<file path="src/rtl/d16_intc_pkg.sv">
// Shared constants for the d16 interrupt controller: register map, widths and FSM encoding.
package d16_intc_pkg;

  localparam int NUM_IRQ = 7;
  localparam int VEC_W   = 3;
  localparam int GAP_W   = 4;

  localparam logic [1:0] ADDR_PENDING = 2'd0;
  localparam logic [1:0] ADDR_ENABLE  = 2'd1;
  localparam logic [1:0] ADDR_STATUS  = 2'd2;
  localparam logic [1:0] ADDR_SWSET   = 2'd3;

  typedef enum logic [1:0] {
    ST_IDLE    = 2'd0,
    ST_PRESENT = 2'd1,
    ST_GAP     = 2'd2
  } state_e;

endpackage

</file>
<file path="src/rtl/d16_intc_if.sv">
// Register bus between the d16 core and the interrupt controller (no ack, combinational read).
interface d16_intc_if;
  import d16_intc_pkg::*;

  logic [1:0]  i_wb_addr;
  logic        i_wb_cyc;
  logic        i_wb_we;
  logic [15:0] i_wb_dat;
  logic [15:0] o_wb_dat;

  modport master (
    output i_wb_addr, i_wb_cyc, i_wb_we, i_wb_dat,
    input  o_wb_dat
  );

  modport slave (
    input  i_wb_addr, i_wb_cyc, i_wb_we, i_wb_dat,
    output o_wb_dat
  );

endinterface

</file>
<file path="src/rtl/d16_prio_enc.sv">
// Combinational highest-index-wins encoder; returns index+1 so that 0 means "nothing requested".
module d16_prio_enc
  import d16_intc_pkg::*;
(
  input  logic [NUM_IRQ-1:0] req_i,
  output logic [VEC_W-1:0]   vec_o,
  output logic               valid_o
);

  // Ascending scan: the last set bit seen is the highest one.
  always_comb begin
    vec_o   = '0;
    valid_o = 1'b0;
    for (int i = 0; i < NUM_IRQ; i++) begin
      if (req_i[i]) begin
        vec_o   = VEC_W'(i + 1);
        valid_o = 1'b1;
      end
    end
  end

endmodule

</file>
<file path="src/rtl/d16_intc.sv">
// Interrupt controller feeding the d16 core's i_int; presents one vector until EOI, then a zero gap.
// Optional macro D16_INTC_SYNC_EN inserts a 2-flop synchronizer on i_irq.
module d16_intc
  import d16_intc_pkg::*;
#(
  parameter int GAP_CYCLES = 2
) (
  input  logic               i_clk,
  input  logic               i_reset,
  input  logic [NUM_IRQ-1:0] i_irq,
  d16_intc_if.slave          bus,
  output logic [VEC_W-1:0]   o_int
);

  logic [NUM_IRQ-1:0] irqSrc;
  logic [NUM_IRQ-1:0] prevIrq_q;
  logic [NUM_IRQ-1:0] irqEdge;
  logic [NUM_IRQ-1:0] pending_q, pending_d;
  logic [NUM_IRQ-1:0] enable_q, enable_d;
  logic [NUM_IRQ-1:0] eoiMask;
  logic [VEC_W-1:0]   active_q, active_d;
  logic [GAP_W-1:0]   gapCnt_q, gapCnt_d;
  state_e             state_q, state_d;
  logic [VEC_W-1:0]   prioVec;
  logic               prioValid;
  logic               wbWr;
  logic               eoiWr;
  logic               eoiAccept;
  logic [15:0]        rdData;
  logic               unusedDat;

`ifdef D16_INTC_SYNC_EN
  logic [NUM_IRQ-1:0] sync1_q, sync2_q;

  always_ff @(posedge i_clk) begin
    if (i_reset) begin
      sync1_q <= '0;
      sync2_q <= '0;
    end else begin
      sync1_q <= i_irq;
      sync2_q <= sync1_q;
    end
  end

  assign irqSrc = sync2_q;
`else
  assign irqSrc = i_irq;
`endif

  assign irqEdge   = irqSrc & ~prevIrq_q;
  assign wbWr      = bus.i_wb_cyc & bus.i_wb_we;
  assign eoiWr     = wbWr && (bus.i_wb_addr == ADDR_STATUS);
  assign eoiAccept = eoiWr && (state_q == ST_PRESENT);
  assign eoiMask   = NUM_IRQ'(1) << (active_q - VEC_W'(1));
  assign unusedDat = ^bus.i_wb_dat[15:NUM_IRQ];

  d16_prio_enc u_prio (
    .req_i   (pending_q & enable_q),
    .vec_o   (prioVec),
    .valid_o (prioValid)
  );

  // New edges are OR-ed in last so they survive a same-cycle W1C or EOI clear.
  always_comb begin
    pending_d = pending_q;
    enable_d  = enable_q;
    if (eoiAccept) begin
      pending_d = pending_d & ~eoiMask;
    end
    if (wbWr && (bus.i_wb_addr == ADDR_PENDING)) begin
      pending_d = pending_d & ~bus.i_wb_dat[NUM_IRQ-1:0];
    end
    if (wbWr && (bus.i_wb_addr == ADDR_SWSET)) begin
      pending_d = pending_d | bus.i_wb_dat[NUM_IRQ-1:0];
    end
    if (wbWr && (bus.i_wb_addr == ADDR_ENABLE)) begin
      enable_d = bus.i_wb_dat[NUM_IRQ-1:0];
    end
    pending_d = pending_d | irqEdge;
  end

  // When the gap expires with work waiting, present directly so the zero gap is exactly GAP_CYCLES.
  always_comb begin
    state_d  = state_q;
    active_d = active_q;
    gapCnt_d = gapCnt_q;
    unique case (state_q)
      ST_IDLE: begin
        if (prioValid) begin
          active_d = prioVec;
          state_d  = ST_PRESENT;
        end
      end
      ST_PRESENT: begin
        if (eoiWr) begin
          gapCnt_d = GAP_W'(GAP_CYCLES - 1);
          state_d  = ST_GAP;
        end
      end
      ST_GAP: begin
        if (gapCnt_q == '0) begin
          if (prioValid) begin
            active_d = prioVec;
            state_d  = ST_PRESENT;
          end else begin
            state_d = ST_IDLE;
          end
        end else begin
          gapCnt_d = gapCnt_q - GAP_W'(1);
        end
      end
      default: state_d = ST_IDLE;
    endcase
  end

  always_ff @(posedge i_clk) begin
    if (i_reset) begin
      state_q   <= ST_IDLE;
      active_q  <= '0;
      gapCnt_q  <= '0;
      pending_q <= '0;
      enable_q  <= '0;
      prevIrq_q <= '0;
    end else begin
      state_q   <= state_d;
      active_q  <= active_d;
      gapCnt_q  <= gapCnt_d;
      pending_q <= pending_d;
      enable_q  <= enable_d;
      prevIrq_q <= irqSrc;
    end
  end

  assign o_int = (state_q == ST_PRESENT) ? active_q : '0;

  always_comb begin
    rdData = '0;
    if (bus.i_wb_cyc) begin
      unique case (bus.i_wb_addr)
        ADDR_PENDING: rdData = 16'(pending_q);
        ADDR_ENABLE:  rdData = 16'(enable_q);
        ADDR_STATUS:  rdData = 16'({(state_q != ST_IDLE), active_q});
        default:      rdData = '0;
      endcase
    end
  end

  assign bus.o_wb_dat = rdData;

endmodule
</file>
<file path="src/flat_wrapper.sv">
// flat-port wrapper written by rule: the top's interface ports become plain ports
module d16_intc_flat import d16_intc_pkg::*;
#(
  parameter int GAP_CYCLES = 2
)
  (i_clk, i_reset, i_irq, o_int, bus_i_wb_addr, bus_i_wb_cyc, bus_i_wb_we, bus_i_wb_dat, bus_o_wb_dat);
  d16_intc_if bus_i ();
  input  logic i_clk;
  input  logic i_reset;
  input  logic [NUM_IRQ-1:0] i_irq;
  output logic [VEC_W-1:0] o_int;
  input wire logic [$bits(bus_i.i_wb_addr)-1:0] bus_i_wb_addr;
  input wire logic [$bits(bus_i.i_wb_cyc)-1:0] bus_i_wb_cyc;
  input wire logic [$bits(bus_i.i_wb_we)-1:0] bus_i_wb_we;
  input wire logic [$bits(bus_i.i_wb_dat)-1:0] bus_i_wb_dat;
  output wire logic [$bits(bus_i.o_wb_dat)-1:0] bus_o_wb_dat;
  assign bus_i.i_wb_addr = bus_i_wb_addr;
  assign bus_i.i_wb_cyc = bus_i_wb_cyc;
  assign bus_i.i_wb_we = bus_i_wb_we;
  assign bus_i.i_wb_dat = bus_i_wb_dat;
  assign bus_o_wb_dat = bus_i.o_wb_dat;
  d16_intc #(.GAP_CYCLES(GAP_CYCLES)) u_core (.i_clk(i_clk), .i_reset(i_reset), .i_irq(i_irq), .bus(bus_i), .o_int(o_int));
endmodule
</file>
<file path="config.mk">
export PLATFORM = sky130hd
export DESIGN_NAME = d16_intc_flat
export DESIGN_NICKNAME = d
export VERILOG_FILES = /design/src/rtl/d16_intc_pkg.sv /design/src/rtl/d16_intc_if.sv /design/src/rtl/d16_prio_enc.sv /design/src/rtl/d16_intc.sv /design/src/flat_wrapper.sv
export SDC_FILE = /design/constraint.sdc
export NUM_CORES = 1
export LEC_CHECK = 0
export ABC_AREA = 1
export BUFFER_PORTS_ARGS = -buffer_cell sky130_fd_sc_hd__buf_4
export CAP_MARGIN = 10
export CORE_ASPECT_RATIO = 2
export CORE_MARGIN = 2
export CORE_UTILIZATION = 52
export DETAILED_ROUTE_END_ITERATION = 7
export PLACE_DENSITY_LB_ADDON = 0.25
export RECOVER_POWER = 100
export SLEW_MARGIN = 15
export SYNTH_ARGS = -nofsm -noshare
export SYNTH_HDL_FRONTEND = slang
export SYNTH_SLANG_ARGS = --single-unit
</file>
<file path="constraint.sdc">
create_clock -name i_clk -period 1.6 [get_ports i_clk]
set_input_delay 0.08 -clock i_clk [delete_from_list [all_inputs] [get_ports i_clk]]
set_output_delay 0.08 -clock i_clk [all_outputs]
set_load 0.005 [all_outputs]
</file>
==> results.md <==
- Status: finished clean
- Routed WL per cell: 12.3 µm
- Hold crit path type: input port to register
- Clock skew: 4.31 ps
- P_leak: 1.06 nW
- Sw Share: 0.340
- Fill count: 297
- Post-synth EDFFs: 0
- Initial antenna violation count: 0
- Cts bufs inserted: 5
- DP Cell Count: 323
- VDD IR max: 1.09 mV
- Die Area: 3890 µm²
- Worst Slack Setup Final: 120 ps
- Synth Instances: 264
- Number of port buffers: 29
- GP Congestion: 0.936
- DR DRC count: 0
- Hold Buf Count CTS: 0
- Most used DFF post-synth: dfxtp_1
- Switching power total: 0.732 mW
- #FFs+latches synth: 30
- Number of diodes: 0
- Max-cap viol count: 0
- GR Util All Layers: 0.236
- Final wirelength: 4070 µm
- Layout net count: 334
- WP data arrival: 1400 ps
- Ys async rst share: 0
- Place WS: 114 ps
- Sequential power share: 0.410
- Final Hold Vio Count: 0
- Worst-path clk slew: 60 ps
- CTS H-tree lvls: 2
- Most frequent CP cell: inv_1
- Grt ovf: 0
- 1st-iter DRT viols: 41
- Pint: 1.42 mW
- Crit share post-route: 0.925
- P&R area growth vs syn: 17.2%
- Vias in the first global route: 1600
- Slowest cell delay on critical path: 370 ps
- Fmax: 0.676 GHz
- Root Driver: clkbuf_8
- Ys Warns: 0
- RSZ-0062 raised after global routing: false
- PD cells: 1050 nW/µm²
- I/O pins: 48
- Vias: 1744
- Starting density of the core: 0.550
- Crit. End Element: primary output
- Final HPWL DP: 3210 µm
- Core ar.: 3190 µm²
- Post-Layout Cell Count: 331
- Share of cells above drive strength 1: 0.167
- Synthesized area per cell: 6.65 µm²
- Clock share of power: 0.288
- Pins Over Slew Limit: 0
- DR pass1 iterations: 4
- Via density: 5.27
- CP top delay family: flip-flops
- Final ANT Viol Nets: 0
- Syn Std Cell Area: 1760 µm²
- Largest net degree at the start of global routing: 22
- # Post-CTS Setup Buffers: 0
- WP data required: 1520 ps
- CTS tree: built
- Clock Sinks: 30
- First-pass GRT wire length: 6730 µm
- Row cnt: 29
- WS Path Type: register to primary output
- Total power: 2.15 mW
- Logic pwr share: 0.302
- Peak fanout along the critical path: 4
- Clock tree buffer depth: 2
- WP buf/inv: 3
- Final setup viols: 0
- Commonest non-fill, non-tap cell in the layout: nand2_1
- Register area share after synthesis: 0.342
- Crit path time final: 1480 ps
- Slowest stage cell, crit path: dfxtp_1
- Width of the die: 45.1 µm
- Final core occ: 0.645
- Worst-skew pair later-pin latency: 280 ps
- Kind of start point of the critical path: register
- Synth cell types: 25
- Chip height: 86.2 µm
- Most frequent cells in the layout: nand2_1 (62), inv_1 (39), nor2_1 (33), a21oi_1 (30), dfxtp_1 (30)
- Setup TNS Final: 0 ps
- CP cell instances: inv_1 -> ha_1 -> o211ai_1 -> nand2_1 -> inv_1 -> clkbuf_4
==> tightest hold or removal path, delay by kind of cell <==
kind	cells	cell delay, ps
and+or+nand+nor	1	70
buffers and inverters	2	110
==> cells by family after synthesis <==
| group | share of synthesized area |
|---|---|
| xor+xnor | 0.00499 |
| flops | 0.342 |
| fa+ha+maj | 0.0427 |
| other cells | 0.00213 |
| buf+inv | 0.135 |
| simple gates | 0.306 |
| compound gates | 0.168 |
==> power groups by stage <==
| stage | registers, mW | clock network, mW | logic, mW |
|---|---|---|---|
| CTS | 0.880 | 0.629 | 0.669 |
| detailed placement | 0.896 | 0 | 0.659 |
| floorplan | 0.881 | 0 | 0.499 |
| global route | 0.890 | 0.672 | 0.739 |
| finish | 0.883 | 0.621 | 0.650 |
| global placement | 0.894 | 0 | 0.643 |
==> Yosys cell counts, types with 2 or more instances <==
library cell   n  area, µm²
nand2_1       61        229
a21oi_1       30        150
nand4_1        2       12.5
o21ai_0        8       40.0
inv_1         38        143
ha_1           6       75.1
nand3_1       14       70.1
dfxtp_1       30        601
o211ai_1       7       52.6
buf_4         10       75.1
o21ai_1        4       20.0
nor2_4         4       45.0
clkbuf_1       2       7.51
nor2_2         2       12.5
inv_2          3       11.3
nor2_1        33        124
nand2_2        2       12.5
==> flip-flops by register name, indices dropped and copies added (netlist names) <==
| name | count |
|---|---|
| u_core.prevIrq_q | 7 |
| u_core.pending_q | 7 |
| u_core.state_q | 2 |
| u_core.active_q | 3 |
| u_core.gapCnt_q | 4 |
| u_core.enable_q | 7 |
==> final timing paths <==
path | from | to | slack (ps) | cells past startpoint
worst max-delay path | u_core.state_q[1]$_SDFFE_PP0P_ | bus_o_wb_dat[3] | 120 | 6
worst min-delay path | i_irq[3] | u_core.prevIrq_q[3]$_SDFF_PP0_ | 8 | 3
worst max register to register | u_core.state_q[1]$_SDFFE_PP0P_ | u_core.state_q[1]$_SDFFE_PP0P_ | 170 | 9
worst min register to register | u_core.gapCnt_q[1]$_SDFFE_PP0P_ | u_core.gapCnt_q[1]$_SDFFE_PP0P_ | 460 | 2
==> routing by layer <==
layer,vias up,global-route usage,part of all wire
met1,789,0.242,0.37
li1,885,-,-
met2,51,0.408,0.54
met5,-,0,0
met4,0,0.158,0.051
met3,19,0.0438,0.043
==> area by class of cell <==
class	count	area [µm²]	share of cell area
Clock buffer	7	86.3	0.0419
Clock inverter	1	5.00	0.00243
Inverter	41	154	0.0747
Multi-Input combinational cell	189	942	0.457
Sequential cell	30	601	0.292
Tap cell	31	38.8	0.0188
Timing Repair Buffer	32	233	0.113
==> stage by stage <==
stage	hold slack [ps]	cell area, µm²
floorplan	205	1790
global placement	295	1980
detailed placement	301	1980
CTS	9.16	2070
global route	15.8	2060
finish	7.55	2060
==> what timing repair did <==
action                                  4_1_cts  5_1_grt
endpoints found under the setup margin        0        3
hold endpoints to repair                      0        0
gates resized for setup                       0        1
Note: power is estimated with default switching activity, not from simulation.
